==> src/rtl/jtsdram_chk_pkg.sv <==
// Shared definitions for the multi-channel SDRAM checker.
//   chk_state_e   : per-channel FSM states
//   LFSR_TAPS     : feedback taps of x^16+x^14+x^13+x^11+1 (Fibonacci, shift left)
//   SEED_ZERO_SUB : seed used instead of an all-zero key (zero would lock the LFSR)
//   lfsr_next     : one LFSR step
//   seed_fix      : key-to-seed conversion applied at start
package jtsdram_chk_pkg;

  typedef enum logic [2:0] {
    IDLE,
    WR_REQ,
    WR_WAIT,
    RD_REQ,
    RD_WAIT,
    DONE
  } chk_state_e;

  // Taps at bits 15,13,12,10 of the shift-left register.
  localparam logic [15:0] LFSR_TAPS     = 16'hB400;
  localparam logic [15:0] SEED_ZERO_SUB = 16'h0001;

  function automatic logic [15:0] lfsr_next(input logic [15:0] cur);
    return {cur[14:0], ^(cur & LFSR_TAPS)};
  endfunction

  function automatic logic [15:0] seed_fix(input logic [15:0] k);
    return (k == 16'h0000) ? SEED_ZERO_SUB : k;
  endfunction

endpackage

==> src/rtl/jtsdram_multicheck_if.sv <==
// Channel-side bus between the checker and the SDRAM controller bank ports.
//   master : checker (drives address/read/write/data, receives ack/rdy/read bus)
//   slave  : controller
// Channel i occupies slice i of every packed vector; data_read is shared.
interface jtsdram_multicheck_if #(
  parameter int NCH = 4,
  parameter int AW  = 22
);
  logic [NCH*AW-1:0] ch_addr;
  logic [NCH-1:0]    ch_rd;
  logic [NCH-1:0]    ch_wr;
  logic [NCH*16-1:0] ch_din;
  logic [NCH-1:0]    ch_ack;
  logic [NCH-1:0]    ch_rdy;
  logic [31:0]       data_read;

  modport master (
    output ch_addr, ch_rd, ch_wr, ch_din,
    input  ch_ack, ch_rdy, data_read
  );

  modport slave (
    input  ch_addr, ch_rd, ch_wr, ch_din,
    output ch_ack, ch_rdy, data_read
  );
endinterface

==> src/rtl/jtsdram_chk_ch.sv <==
// One checker channel: FSM, LFSR reference generator, word index and
// saturating error counter.
// Ports:
//   clk, rst_n      : clock, synchronous active-low reset
//   start, rw_mode  : begin a pass (only honoured in IDLE); write+read or read-only
//   key, base       : LFSR seed and start address, captured at start
//   hold            : blocks raising a new request; a raised one stays up
//   release_all     : every channel reached DONE; return to IDLE
//   addr/rd/wr/din  : request to the controller (zero when no request is up)
//   ack, rdy, rdata : controller accept, completion, low 16 bits of read bus
//   active/finished : channel is mid-pass / waiting in DONE
//   bad, err_cnt    : sticky mismatch flag and saturating mismatch count
// Optional (JTSDRAM_ERRLOG_EN): first_addr/first_data of the first mismatch.
module jtsdram_chk_ch
  import jtsdram_chk_pkg::*;
#(
  parameter int AW   = 22,
  parameter int LEN  = 4096,
  parameter int ERRW = 8
) (
  input  logic            clk,
  input  logic            rst_n,
  input  logic            start,
  input  logic            rw_mode,
  input  logic [15:0]     key,
  input  logic [AW-1:0]   base,
  input  logic            hold,
  input  logic            release_all,
  output logic [AW-1:0]   addr,
  output logic            rd,
  output logic            wr,
  output logic [15:0]     din,
  input  logic            ack,
  input  logic            rdy,
  input  logic [15:0]     rdata,
  output logic            active,
  output logic            finished,
  output logic            bad,
  output logic [ERRW-1:0] err_cnt
`ifdef JTSDRAM_ERRLOG_EN
  ,
  output logic [AW-1:0]   first_addr,
  output logic [15:0]     first_data
`endif
);

  localparam int IW = (LEN > 1) ? $clog2(LEN) : 1;
  localparam logic [IW-1:0] LAST = IW'(LEN - 1);

  chk_state_e      state_q, state_d;
  logic [15:0]     lfsr_q, key_q;
  logic [AW-1:0]   base_q;
  logic [IW-1:0]   idx_q;
  logic            rd_q, wr_q, bad_q;
  logic [ERRW-1:0] err_q;
  logic            load, raise, drop, beat, last, wr_phase, mismatch;
  logic [AW-1:0]   cur_addr;
`ifdef JTSDRAM_ERRLOG_EN
  logic [AW-1:0]   first_addr_q;
  logic [15:0]     first_data_q;
`endif

  function automatic logic [ERRW-1:0] sat_inc(input logic [ERRW-1:0] v);
    return (&v) ? v : v + ERRW'(1);
  endfunction

  always_ff @(posedge clk) begin
    if (!rst_n) state_q <= IDLE;
    else        state_q <= state_d;
  end

  always_comb begin
    state_d  = state_q;
    load     = 1'b0;
    raise    = 1'b0;
    drop     = 1'b0;
    beat     = 1'b0;
    wr_phase = (state_q == WR_REQ) || (state_q == WR_WAIT);
    last     = (idx_q == LAST);
    case (state_q)
      IDLE: begin
        if (start) begin
          load    = 1'b1;
          state_d = rw_mode ? WR_REQ : RD_REQ;
        end
      end
      WR_REQ, RD_REQ: begin
        if (!(rd_q || wr_q)) begin
          raise = !hold;
        end else if (ack) begin
          // rdy without a prior ack is ignored; rdy together with ack is a full beat
          drop = 1'b1;
          beat = rdy;
          if (!rdy) state_d = wr_phase ? WR_WAIT : RD_WAIT;
        end
      end
      WR_WAIT, RD_WAIT: beat = rdy;
      DONE: begin
        if (release_all) state_d = IDLE;
      end
      default: state_d = IDLE;
    endcase
    if (beat) begin
      if (wr_phase) state_d = last ? RD_REQ : WR_REQ;
      else          state_d = last ? DONE : RD_REQ;
    end
    mismatch = beat && !wr_phase && (rdata != lfsr_q);
  end

  // Address wraps silently modulo 2**AW.
  assign cur_addr = base_q + AW'(idx_q);

  always_ff @(posedge clk) begin
    if (!rst_n) begin
      lfsr_q <= SEED_ZERO_SUB;
      key_q  <= SEED_ZERO_SUB;
      base_q <= '0;
      idx_q  <= '0;
      rd_q   <= 1'b0;
      wr_q   <= 1'b0;
      bad_q  <= 1'b0;
      err_q  <= '0;
`ifdef JTSDRAM_ERRLOG_EN
      first_addr_q <= '0;
      first_data_q <= '0;
`endif
    end else begin
      if (load) begin
        key_q  <= seed_fix(key);
        lfsr_q <= seed_fix(key);
        base_q <= base;
        idx_q  <= '0;
        bad_q  <= 1'b0;
        err_q  <= '0;
`ifdef JTSDRAM_ERRLOG_EN
        first_addr_q <= '0;
        first_data_q <= '0;
`endif
      end
      if (raise) begin
        rd_q <= !wr_phase;
        wr_q <= wr_phase;
      end else if (drop) begin
        rd_q <= 1'b0;
        wr_q <= 1'b0;
      end
      if (beat) begin
        // End of a pass restarts the reference sequence for the verify pass.
        if (last) begin
          idx_q  <= '0;
          lfsr_q <= key_q;
        end else begin
          idx_q  <= idx_q + IW'(1);
          lfsr_q <= lfsr_next(lfsr_q);
        end
        if (mismatch) begin
          bad_q <= 1'b1;
          err_q <= sat_inc(err_q);
`ifdef JTSDRAM_ERRLOG_EN
          if (!bad_q) begin
            first_addr_q <= cur_addr;
            first_data_q <= rdata;
          end
`endif
        end
      end
    end
  end

  assign addr     = (rd_q || wr_q) ? cur_addr : '0;
  assign rd       = rd_q;
  assign wr       = wr_q;
  assign din      = wr_q ? lfsr_q : 16'h0000;
  assign active   = (state_q != IDLE) && (state_q != DONE);
  assign finished = (state_q == DONE);
  assign bad      = bad_q;
  assign err_cnt  = err_q;
`ifdef JTSDRAM_ERRLOG_EN
  assign first_addr = first_addr_q;
  assign first_data = first_data_q;
`endif

endmodule

==> src/rtl/jtsdram_multicheck.sv <==
// Multi-channel SDRAM write/verify checker. Channel i drives SDRAM bank i.
// Ports:
//   clk, rst_n  : clock, synchronous active-low reset
//   start       : one-cycle pulse, begins a pass on all channels (ignored while busy)
//   rw_mode     : 1 write-then-verify, 0 verify only (sampled at start)
//   key, base   : per-channel LFSR seed / start address (sampled at start)
//   hold        : blanking gate, no new requests while high
//   bus         : channel request/handshake bus (jtsdram_multicheck_if.master)
//   busy, done  : any channel running / one-cycle pulse when all channels finish
//   bad, err_cnt: per-channel sticky mismatch flag and saturating count
// Optional build macro JTSDRAM_ERRLOG_EN adds first_addr/first_data, the address
// and read data of each channel's first mismatch.
module jtsdram_multicheck #(
  parameter int NCH  = 4,
  parameter int AW   = 22,
  parameter int LEN  = 4096,
  parameter int ERRW = 8
) (
  input  logic                clk,
  input  logic                rst_n,
  input  logic                start,
  input  logic                rw_mode,
  input  logic [NCH*16-1:0]   key,
  input  logic [NCH*AW-1:0]   base,
  input  logic                hold,
  jtsdram_multicheck_if.master bus,
  output logic                busy,
  output logic                done,
  output logic [NCH-1:0]      bad,
  output logic [NCH*ERRW-1:0] err_cnt
`ifdef JTSDRAM_ERRLOG_EN
  ,
  output logic [NCH*AW-1:0]   first_addr,
  output logic [NCH*16-1:0]   first_data
`endif
);

  logic [NCH*AW-1:0] addr_v;
  logic [NCH-1:0]    rd_v, wr_v, active_v, finished_v;
  logic [NCH*16-1:0] din_v;
  logic              start_ok, all_done;
  logic              unused_rd_hi;

  assign start_ok     = start && !busy;
  assign all_done     = &finished_v;
  assign unused_rd_hi = ^bus.data_read[31:16];

  for (genvar i = 0; i < NCH; i++) begin : g_ch
    jtsdram_chk_ch #(
      .AW   (AW),
      .LEN  (LEN),
      .ERRW (ERRW)
    ) u_ch (
      .clk         (clk),
      .rst_n       (rst_n),
      .start       (start_ok),
      .rw_mode     (rw_mode),
      .key         (key[i*16 +: 16]),
      .base        (base[i*AW +: AW]),
      .hold        (hold),
      .release_all (all_done),
      .addr        (addr_v[i*AW +: AW]),
      .rd          (rd_v[i]),
      .wr          (wr_v[i]),
      .din         (din_v[i*16 +: 16]),
      .ack         (bus.ch_ack[i]),
      .rdy         (bus.ch_rdy[i]),
      .rdata       (bus.data_read[15:0]),
      .active      (active_v[i]),
      .finished    (finished_v[i]),
      .bad         (bad[i]),
      .err_cnt     (err_cnt[i*ERRW +: ERRW])
`ifdef JTSDRAM_ERRLOG_EN
      ,
      .first_addr  (first_addr[i*AW +: AW]),
      .first_data  (first_data[i*16 +: 16])
`endif
    );
  end

  assign bus.ch_addr = addr_v;
  assign bus.ch_rd   = rd_v;
  assign bus.ch_wr   = wr_v;
  assign bus.ch_din  = din_v;
  assign busy        = |active_v;
  // Channels leave DONE the cycle after all_done, so this is a single-cycle pulse.
  assign done        = all_done;

endmodule
==> src/flat_wrapper.sv <==
// flat-port wrapper written by rule: the top's interface ports become plain ports
module jtsdram_multicheck_flat 
#(
  parameter int NCH  = 4,
  parameter int AW   = 22,
  parameter int LEN  = 4096,
  parameter int ERRW = 8
)
  (clk, rst_n, start, rw_mode, key, base, hold, busy, done, bad, err_cnt, bus_ch_addr, bus_ch_rd, bus_ch_wr, bus_ch_din, bus_ch_ack, bus_ch_rdy, bus_data_read);
  jtsdram_multicheck_if #(.NCH(NCH), .AW(AW)) bus_i ();
  input  logic clk;
  input  logic rst_n;
  input  logic start;
  input  logic rw_mode;
  input  logic [NCH*16-1:0] key;
  input  logic [NCH*AW-1:0] base;
  input  logic hold;
  output logic busy;
  output logic done;
  output logic [NCH-1:0] bad;
  output logic [NCH*ERRW-1:0] err_cnt;
  output wire logic [$bits(bus_i.ch_addr)-1:0] bus_ch_addr;
  output wire logic [$bits(bus_i.ch_rd)-1:0] bus_ch_rd;
  output wire logic [$bits(bus_i.ch_wr)-1:0] bus_ch_wr;
  output wire logic [$bits(bus_i.ch_din)-1:0] bus_ch_din;
  input wire logic [$bits(bus_i.ch_ack)-1:0] bus_ch_ack;
  input wire logic [$bits(bus_i.ch_rdy)-1:0] bus_ch_rdy;
  input wire logic [$bits(bus_i.data_read)-1:0] bus_data_read;
  assign bus_ch_addr = bus_i.ch_addr;
  assign bus_ch_rd = bus_i.ch_rd;
  assign bus_ch_wr = bus_i.ch_wr;
  assign bus_ch_din = bus_i.ch_din;
  assign bus_i.ch_ack = bus_ch_ack;
  assign bus_i.ch_rdy = bus_ch_rdy;
  assign bus_i.data_read = bus_data_read;
  jtsdram_multicheck #(.NCH(NCH), .AW(AW), .LEN(LEN), .ERRW(ERRW)) u_core (.clk(clk), .rst_n(rst_n), .start(start), .rw_mode(rw_mode), .key(key), .base(base), .hold(hold), .bus(bus_i), .busy(busy), .done(done), .bad(bad), .err_cnt(err_cnt));
endmodule
==> config.mk <==
export PLATFORM = sky130hd
export DESIGN_NAME = jtsdram_multicheck_flat
export DESIGN_NICKNAME = d
export VERILOG_FILES = /design/src/rtl/jtsdram_chk_pkg.sv /design/src/rtl/jtsdram_multicheck_if.sv /design/src/rtl/jtsdram_chk_ch.sv /design/src/rtl/jtsdram_multicheck.sv /design/src/flat_wrapper.sv
export SDC_FILE = /design/constraint.sdc
export NUM_CORES = 1
export LEC_CHECK = 0
export CAP_MARGIN = 0
export CORE_ASPECT_RATIO = 1.5
export CORE_MARGIN = 2
export CORE_UTILIZATION = 60
export CTS_CLUSTER_SIZE = 30
export DETAILED_ROUTE_END_ITERATION = 10
export DONT_BUFFER_PORTS = 1
export PLACE_DENSITY = 0.76
export SYNTH_ARGS = -nofsm -noshare
export SYNTH_HDL_FRONTEND = slang
export SYNTH_SLANG_ARGS = --single-unit
==> constraint.sdc <==
create_clock -name clk -period 7.7 [get_ports clk]
set_input_delay 0.77 -clock clk [delete_from_list [all_inputs] [get_ports clk]]
set_output_delay 0.77 -clock clk [all_outputs]
set_load 0.02 [all_outputs]
# After elaboration in Yosys (flattened, before gate mapping)
# Index checks and enable logic that the tools add are counted.
dict set report word_totals {
  regBits 320
  latchBits 0
  ram_bits 0
  romBits 0
  elab_cells 329
  memories 0
}
dict set report op_classes {
  add_sub_neg 12
  n_mul 0
  n_div 0
  magnitude_cmp 0
  eq_ne 60
  shifts 0
  muxes 152
  n_bitwise 0
  reduce_logical 69
}
# operator n
set op_table {}
lappend op_table {{$mux 16} 20}
lappend op_table {{$mux 12} 12}
lappend op_table {{$mux 8} 16}
lappend op_table {{$mux 3} 30}
lappend op_table {{$add 22x12->22} 4}
lappend op_table {{$mux 22} 4}
lappend op_table {{$logic_not 16->1} 4}
lappend op_table {{$ne 16x16->1} 4}
lappend op_table {{$reduce_xor 16->1} 4}
lappend op_table {{$ne 3x3->1 const B} 21}
lappend op_table {{$mux 1} 57}
lappend op_table {{$add 12x1->12 const B} 4}
lappend op_table {{$eq 12x12->1 const B} 4}
lappend op_table {{$pmux 3 s4} 4}
lappend op_table {{$add 8x1->8 const B} 4}
lappend op_table {{$reduce_and 8->1} 4}
lappend op_table {{$eq 3x2->1 const B} 8}
lappend op_table {{$eq 3x3->1 const B} 8}
lappend op_table {{$reduce_and 6->1} 4}
lappend op_table {{$ne 3x2->1 const B} 7}
lappend op_table {{$reduce_bool 2->1} 8}
lappend op_table {{$reduce_or 2->1} 8}
lappend op_table {{$logic_and 1x1->1} 13}
lappend op_table {{$eq 3x1->1 const B} 4}
lappend op_table {{other kinds (9)} 37}

# Depth between registers and ports, before layout
# Gate-level depths: netlist of the first run.
dict set report depth {
  depth_word 10
  mapped_depth 10
  depth_no_buf 10
}

# Modules after synthesis
# From an unflattened synthesis of the first run, not the netlist that was laid out.
dict set report unflattened {
  hier_cells 2436
  hier_area_um2 18681.7
}
# mod n_inst cells_per_inst area_each_um2 seq_area_each_um2
set by_module_without_submodules {}
lappend by_module_without_submodules {{jtsdram_chk_ch at u_core.g_ch[0].u_ch ...} 2 601 4664.5 1601.5}
lappend by_module_without_submodules {{jtsdram_chk_ch at u_core.g_ch[2].u_ch} 1 623 4667.0 1601.5}
lappend by_module_without_submodules {{jtsdram_chk_ch at u_core.g_ch[3].u_ch} 1 607 4655.7 1601.5}
lappend by_module_without_submodules {jtsdram_multicheck 1 4 30.0 0.0}

# Worst setup path after synthesis of the first run
# OpenSTA, ideal clock, no wires.
dict set report synth_timing {
  kind {flip-flop to output port}
  startpoint {reg u_core.g_ch[3].u_ch.idx_q[0]}
  endpoint {out bus_ch_addr[78]}
  arrival_time_ps 2509
  path_slack_ps 4421
  stages_incl_launch_ff 10
  cell_sequence {dfxtp_1 ha_1 inv_1 fa_1 nor2b_1 o31a_1 o21ai_0 a211oi_1 nor3_1 nor3_1}
}
dict set report synth_between {
  elab_chain_cells 2
}
# item line
set synth_rtl {}
lappend synth_rtl {{start: declaration} jtsdram_chk_ch.sv:53} ;# logic [IW-1:0] idx_q;
lappend synth_rtl {{start signal: assignment} jtsdram_chk_ch.sv:153} ;# idx_q <= idx_q + IW'(1);
lappend synth_rtl {{$add 22x12->22} jtsdram_chk_ch.sv:111} ;# assign cur_addr = base_q + AW'(idx_q);
lappend synth_rtl {{$mux 22} jtsdram_chk_ch.sv:170} ;# assign addr = (rd_q || wr_q) ? cur_addr : '0;
lappend synth_rtl {{end: declaration} flat_wrapper.sv:22} ;# output wire logic [$bits(bus_i.ch_addr)-1:0] bus_ch_addr;
# Every way passes these cells.

# Worst setup path after layout of the first run
dict set report layout_timing {
  startpoint {reg u_core.g_ch[3].u_ch.idx_q[0]}
  endpoint {out bus_ch_addr[86]}
}
# Same word-level chain as after synthesis.

==> results.yml, run 1 <==
status:
  status: "completed"
final_layout:
  drive_above_1_share_pct: 6.57
  instances_no_fill: 2815
  seq_area_um2: 6410
  area_growth_pct: 6.22
  final_cell_mix: "nand2_1 (466), dfxtp_1 (320), a21oi_1 (256)"
  nFillCells: 2759
  diodes: 0
  nets: 2640
  final_common_cell: "nand2_1"
  multi_input_area_um2: 11800
clock_network:
  clk_latency_ps: 530
  post-cts-setup-buffers: 0
  cts_buffer_depth: 3
  clk_pin_slew_worst_paths_ps: 60
  ctsResizeCount: 0
  cts_sinks: 320
  cts-root-buf: "clkbuf_16"
  cts_tree: "yes"
  ctsHoldBuffers: 0
  htreeDepth: 2
  cts_buffers: 34
route:
  wl_per_cell_um: 20.2
  ant_nets: 0
  drcViolationCount: 0
  drt-initial-drc-count: 1162
  wl_um: 56900
  drt_first_pass_iters: 7
  viasPerCell: 6.40
  via_count: 18010
placed_design:
  portBuffers: 0
  gp_congestion: 0.934
  dp_cells: 2753
  dp_hpwl_um: 39600
  pre_cts_ws_ps: 3920
power:
  p_switching_w: 0.00261
  power_frac_clock_pct: 27.8
  p_per_area_nw_per_um2: 328
  p_int_w: 0.00404
  seqPwrFrac_pct: 38.4
  leakage_nw: 7.15
  peakVddDrop_v: 0.000222
  p_total_w: 0.00665
  power_frac_comb_pct: 33.8
  switching_share_pct: 39.3
yosys:
  synthDominantCellAreaShare_pct: 33.6
  synth_cell_types: 87
  syn_nets: 2739
  yosys_register_bits: 320
  synth_edf_count: 0
  synth.largest_area_cell: "dfxtp_1"
  ys_warn_count: 0
  ys.flop_type: "dfxtp_1"
  synth_cells: 2478
  synthTopCellsByArea: "dfxtp_1 (34%), nand2_1 (9.2%), a21oi_1 (6.7%), ha_1 (3.9%), xnor2_1 (3.8%)"
  async_reset_ff_share_pct: 0
  postSynthAreaPerCell_um2: 7.70
  synth_seq_area_share_pct: 33.6
  netlist_area_um2: 19100
worst_setup_path:
  cpMostUsedCell: "o21ai_0"
  r2r_start: "u_core.g_ch[3].u_ch.state_q[0]$_SDFFE_PN0P_"
  crit_fanout: 6
  worstPathCellList: "ha_1 -> inv_1 -> fa_1 -> nor2b_1 -> o31a_1 -> o21ai_0 -> a211oi_1 -> o21ai_0 -> mux2i_1"
  worstPathRequired_ps: 6930
  critPathSlowestCell: "a211oi_1"
  arrival_ps: 3610
  cp_top_family: "compound AO/OA/AOI/OAI gates"
  cpPeakStageDelay_ps: 670
  rrSetupSlack_ps: 4350
  r2r-end: "u_core.g_ch[1].u_ch.lfsr_q[0]$_SDFFE_PN1P_"
  path_class: "reg2out"
  worst-r2r-cell-count: 5
  crit_buf_inv: 1
  cp-start-kind: "flip-flop"
  cp-end-kind: "output port"
sta:
  final.setup.tns_ps: 0
  period_share_pct: 56.9
  fin_ws_ps: 3320
  fmax_mhz: 228
  fin_crit_ps: 4380
  finalHoldViolations: 0
  skew_ps: 21.2
  setup_viol: 0
  rsz0062_at_grt: "no"
  worst_pin_slew_ps: 1200
  maxSlewViolCount: 0
  relSlewSlack_pct: 19.4
run:
  maxCapViolations: 0
floorplan:
  die_width_um: 150
  placementRows: 80
  ios: 395
  start_util_pct: 60.5
  dieArea_um2: 33300
  core-area_um2: 31500
  die_h_um: 222
global_routing:
  first_global_vias: 17318
  grt_max_degree: 108
  antenna_found_initial: 0
  grt_pass1_wl_um: 88300
  track_usage_pct: 32.7
  grt-ovfl-total: 0
worst_hold_path:
  holdPathStages: 2
  min_path_type: "in2reg"
  whs_endpoint: "u_core.g_ch[1].u_ch.key_q[10]$_SDFFE_PN0P_"
  hp-start: "key[26]"
## cell usage after synthesis, types with 6 or more instances
| master | count |
|---|---|
| a211oi_1 | 21 |
| a21o_1 | 12 |
| a21oi_1 | 256 |
| a221oi_1 | 12 |
| a31oi_1 | 57 |
| a41oi_1 | 9 |
| and2_1 | 78 |
| and3_1 | 35 |
| and4_1 | 10 |
| buf_1 | 10 |
| buf_2 | 45 |
| buf_4 | 22 |
| buf_6 | 6 |
| clkbuf_1 | 71 |
| dfxtp_1 | 320 |
| ha_1 | 60 |
| inv_1 | 39 |
| mux2_2 | 38 |
| mux2i_1 | 37 |
| nand2_1 | 466 |
| nand2b_1 | 24 |
| nand3_1 | 91 |
| nand3b_1 | 8 |
| nand4_1 | 31 |
| nand4b_1 | 7 |
| nor2_1 | 182 |
| nor2b_1 | 13 |
| nor3_1 | 40 |
| nor3b_1 | 6 |
| nor4_1 | 24 |
| o211a_1 | 7 |
| o211ai_1 | 27 |
| o21a_1 | 16 |
| o21ai_0 | 109 |
| o21ai_1 | 7 |
| o21bai_1 | 6 |
| o31ai_1 | 9 |
| or2_2 | 7 |
| or3_1 | 21 |
| or4_1 | 6 |
| xnor2_1 | 82 |
| xor2_1 | 52 |
## flip-flops by register name, indices dropped and copies added, names as in the netlist
register                  cells
u_core.g_ch.u_ch.err_cnt     32
u_core.g_ch.u_ch.rd           4
u_core.g_ch.u_ch.base_q      88
u_core.g_ch.u_ch.idx_q       48
u_core.g_ch.u_ch.bad          4
u_core.g_ch.u_ch.key_q       64
u_core.g_ch.u_ch.lfsr_q      64
u_core.g_ch.u_ch.state_q     12
u_core.g_ch.u_ch.wr           4
## cells by family after synthesis
| kind of cell | share of synthesized area (%) |
|---|---|
| adder cells (fa/ha/maj) | 4.35 |
| multiplexers | 4.24 |
| buffers and inverters | 4.79 |
| AO/OA/AOI/OAI | 19.8 |
| XOR/XNOR | 6.15 |
| flip-flops | 33.6 |
| AND/OR/NAND/NOR | 27.1 |
## power by group through the flow
stage               clock, W  sequential, W  combinational, W
floorplan                  0        0.00236           0.00194
global placement           0        0.00255           0.00215
detailed placement         0        0.00257           0.00223
CTS                  0.00187        0.00253           0.00224
global route         0.00193        0.00259           0.00250
finish               0.00185        0.00255           0.00225
## worst max-delay path by stage
stage | start | slack, ps | cells past startpoint | to
global route | u_core.g_ch[3].u_ch.idx_q[0]$_SDFFE_PN0P_ | 3110 | 9 | bus_ch_addr[86]
finish | u_core.g_ch[3].u_ch.idx_q[0]$_SDFFE_PN0P_ | 3320 | 9 | bus_ch_addr[86]
detailed placement | u_core.g_ch[3].u_ch.idx_q[0]$_SDFFE_PN0P_ | 3920 | 9 | bus_ch_addr[86]
CTS | u_core.g_ch[3].u_ch.idx_q[0]$_SDFFE_PN0P_ | 3330 | 9 | bus_ch_addr[86]
global placement | u_core.g_ch[3].u_ch.idx_q[0]$_SDFFE_PN0P_ | 3930 | 9 | bus_ch_addr[86]
floorplan | u_core.g_ch[3].u_ch.idx_q[0]$_SDFFE_PN0P_ | 4420 | 9 | bus_ch_addr[78]
## per-stage QoR
step	cell area (um^2)	util, %	hold slack, ps
floorplan	19100	-	426
global route	20300	64.3	365
finish	20300	64.3	372
detailed placement	19000	60.3	443
global placement	19000	60.3	433
CTS	20300	64.3	353
## worst register-to-register path: cells and delay by family (launching register included)
| family | cells | cell delay (ps) |
|---|---|---|
| AND/OR/NAND/NOR | 3 | 2190 |
| flip-flops | 1 | 590 |
| AO/OA/AOI/OAI | 1 | 270 |
| XOR/XNOR | 1 | 190 |
## layout make-up
cell class              count  share of cell area (%)
clock buffers              50                    5.15
clock inverters            12                    1.05
inverters                  39                   0.747
multi-input cells        1964                    58.2
flip-flops and latches    320                    31.6
well taps                 410                    2.53
repair buffers             20                   0.741
## routing by layer
metal | part of all wire, % | GRT usage, %
met2 | 49 | 56.7
met4 | 5.6 | 17.0
met1 | 37 | 36.8
met5 | 0 | 0
met3 | 8.6 | 7.84
(Power assumes the default switching activity.)
==> run 2: changes to the inputs <==
--- a/config.mk
+++ b/config.mk
@@ -8,11 +8,11 @@
 export CAP_MARGIN = 0
 export CORE_ASPECT_RATIO = 1.5
 export CORE_MARGIN = 2
-export CORE_UTILIZATION = 60
+export CORE_UTILIZATION = 59
 export CTS_CLUSTER_SIZE = 30
 export DETAILED_ROUTE_END_ITERATION = 10
 export DONT_BUFFER_PORTS = 1
-export PLACE_DENSITY = 0.76
+export PLACE_DENSITY = 0.78
 export SYNTH_ARGS = -nofsm -noshare
 export SYNTH_HDL_FRONTEND = slang
 export SYNTH_SLANG_ARGS = --single-unit
==> constraint.sdc (replaced) <==
create_clock -name clk -period 3.7 [get_ports clk]
set_input_delay 0.37 -clock clk [delete_from_list [all_inputs] [get_ports clk]]
set_output_delay 0.37 -clock clk [all_outputs]
set_load 0.02 [all_outputs]
==> results.yml, run 2 (synthesis gave the netlist of run 1 again) <==
final_layout:
  final_cell_mix: "nand2_1 (466), dfxtp_1 (320), a21oi_1 (248)"
  largest_register_ffs: 88
  final_common_cell: "nand2_1"
  drive_above_1_share_pct: 7.17
  reg_top3: "u_core.g_ch.u_ch.base_q x88, u_core.g_ch.u_ch.key_q x64, u_core.g_ch.u_ch.lfsr_q x64"
  nets: 2764
  top_register: "u_core.g_ch.u_ch.base_q"
  area_growth_pct: 12.2
route:
  wl_per_cell_um: 20.5
  drt-initial-drc-count: 1081
  drcViolationCount: 0
  ant_nets: 0
  wl_um: 60100
  via_count: 18860
  drt_first_pass_iters: 7
  viasPerCell: 6.42
sta:
  fin_crit_ps: 3550
  maxSlewViolCount: 0
  hold_ws_ps: 12.7
  worst_pin_slew_ps: 1320
  setup_viol: 0
  period_share_pct: 96.0
  finalHoldViolations: 0
  final.setup.tns_ps: 0
  relSlewSlack_pct: 11.4
  skew_ps: 20.3
  fmax_mhz: 282
  rsz0062_at_grt: "no"
floorplan:
  die_width_um: 151
  placementRows: 80
  start_util_pct: 59.9
  dieArea_um2: 33800
  core-area_um2: 31800
  ios: 395
  die_h_um: 224
clock_network:
  cts_sinks: 320
  cts_buffers: 34
  clk_latency_ps: 530
  htreeDepth: 2
  cts_buffer_depth: 3
  cts-root-buf: "clkbuf_16"
  cts_tree: "yes"
  post-cts-setup-buffers: 0
  clk_pin_slew_worst_paths_ps: 60
power:
  leakage_nw: 7.61
  peakVddDrop_v: 0.000486
  p_per_area_nw_per_um2: 641
global_routing:
  first_global_vias: 18463
  antenna_found_initial: 0
  grt-ovfl-total: 0
  grt_max_degree: 89
  track_usage_pct: 34.0
  grt_pass1_wl_um: 93300
run:
  maxCapViolations: 0
worst_setup_path:
  critPathSlowestCell: "fa_1"
  crit_fanout: 6
  cp-end-kind: "output port"
  cpPeakStageDelay_ps: 430
  worstPathCellList: "ha_1 -> inv_1 -> fa_1 -> nor2b_1 -> o31a_1 -> o21ai_0 -> a211oi_1 -> buf_4 -> o211ai_1 -> mux2i_1"
  path_class: "reg2out"
  arrival_ps: 3180
  cp-start-kind: "flip-flop"
  worstPathRequired_ps: 3330
status:
  status: "completed"
placed_design:
  portBuffers: 0
  dp_hpwl_um: 41100
  gp_congestion: 0.902
worst_hold_path:
  min_path_type: "in2reg"
==> run 2: routing by layer <==
layer  vias up  wire length, um  global-route usage [%]
li1       8802                -                       -
met1      8972            22000                    37.3
met2       855            29100                    58.9
met3       231             5330                    8.24
met4         0             3650                    19.9
met5         -                0                       0
==> run 2: timing repair <==
action,CTS,global route
endpoints found under the hold margin,143,1
endpoints found under the setup margin,4,15
hold buffers,109,1
resized for setup,5,10
==> run 2: report_power, final <==
| part | switching (W) | internal [W] |
|---|---|---|
| Combinational | 0.00310 | 0.00184 |
| Clock | 0.00144 | 0.00204 |
| Sequential | 0.000991 | 0.00431 |
| Total | 0.00554 | 0.00819 |
==> run 2: path summary, 6_finish.rpt <==
kind	startpoint	endpoint	slack (ps)	cells after the start
worst max-delay path	u_core.g_ch[3].u_ch.idx_q[0]$_SDFFE_PN0P_	bus_ch_addr[80]	150	10
worst min-delay path	base[6]	u_core.g_ch[0].u_ch.base_q[6]$_SDFFE_PN0P_	10	2
worst max register to register	u_core.g_ch[1].u_ch.state_q[2]$_SDFFE_PN0P_	u_core.g_ch[0].u_ch.idx_q[4]$_SDFFE_PN0P_	460	6
worst min register to register	u_core.g_ch[0].u_ch.key_q[15]$_SDFFE_PN0P_	u_core.g_ch[0].u_ch.key_q[15]$_SDFFE_PN0P_	450	2
==> run 2: worst max-delay path: cells and delay by family, from the launching register on <==
kind                       cells  cell delay [ps]
AOI/OAI and AO/OA              4              690
adders and majority gates      2              670
buffers and inverters          2              250
DFF                            1              420
muxes                          1              430
and+or+nand+nor                1              200
==> run 2: area by class of cell <==
type                    count  area, um^2
inverters                  39         151
repair buffers            144        1390
flip-flops and latches    320        6410
fillers                  2559       10400
clock inverters            10         103
well taps                 410         513
clock buffers              49        1010
diodes                      1        2.50
multi-input cells        1964       11800
==> run 2: through the flow <==
step                      instances  setup WS, ps  total power [W]  util, %  area, um^2
after floorplan                2478           821          0.00893        -       19100
after global placement         2767           481          0.00983     60.1       19100
after detailed placement       2767           433           0.0101     60.1       19100
after CTS                      2935          25.9           0.0137     67.1       21400
after global routing           2936          4.08           0.0145     67.3       21400
final                          2937           150           0.0137     67.3       21400
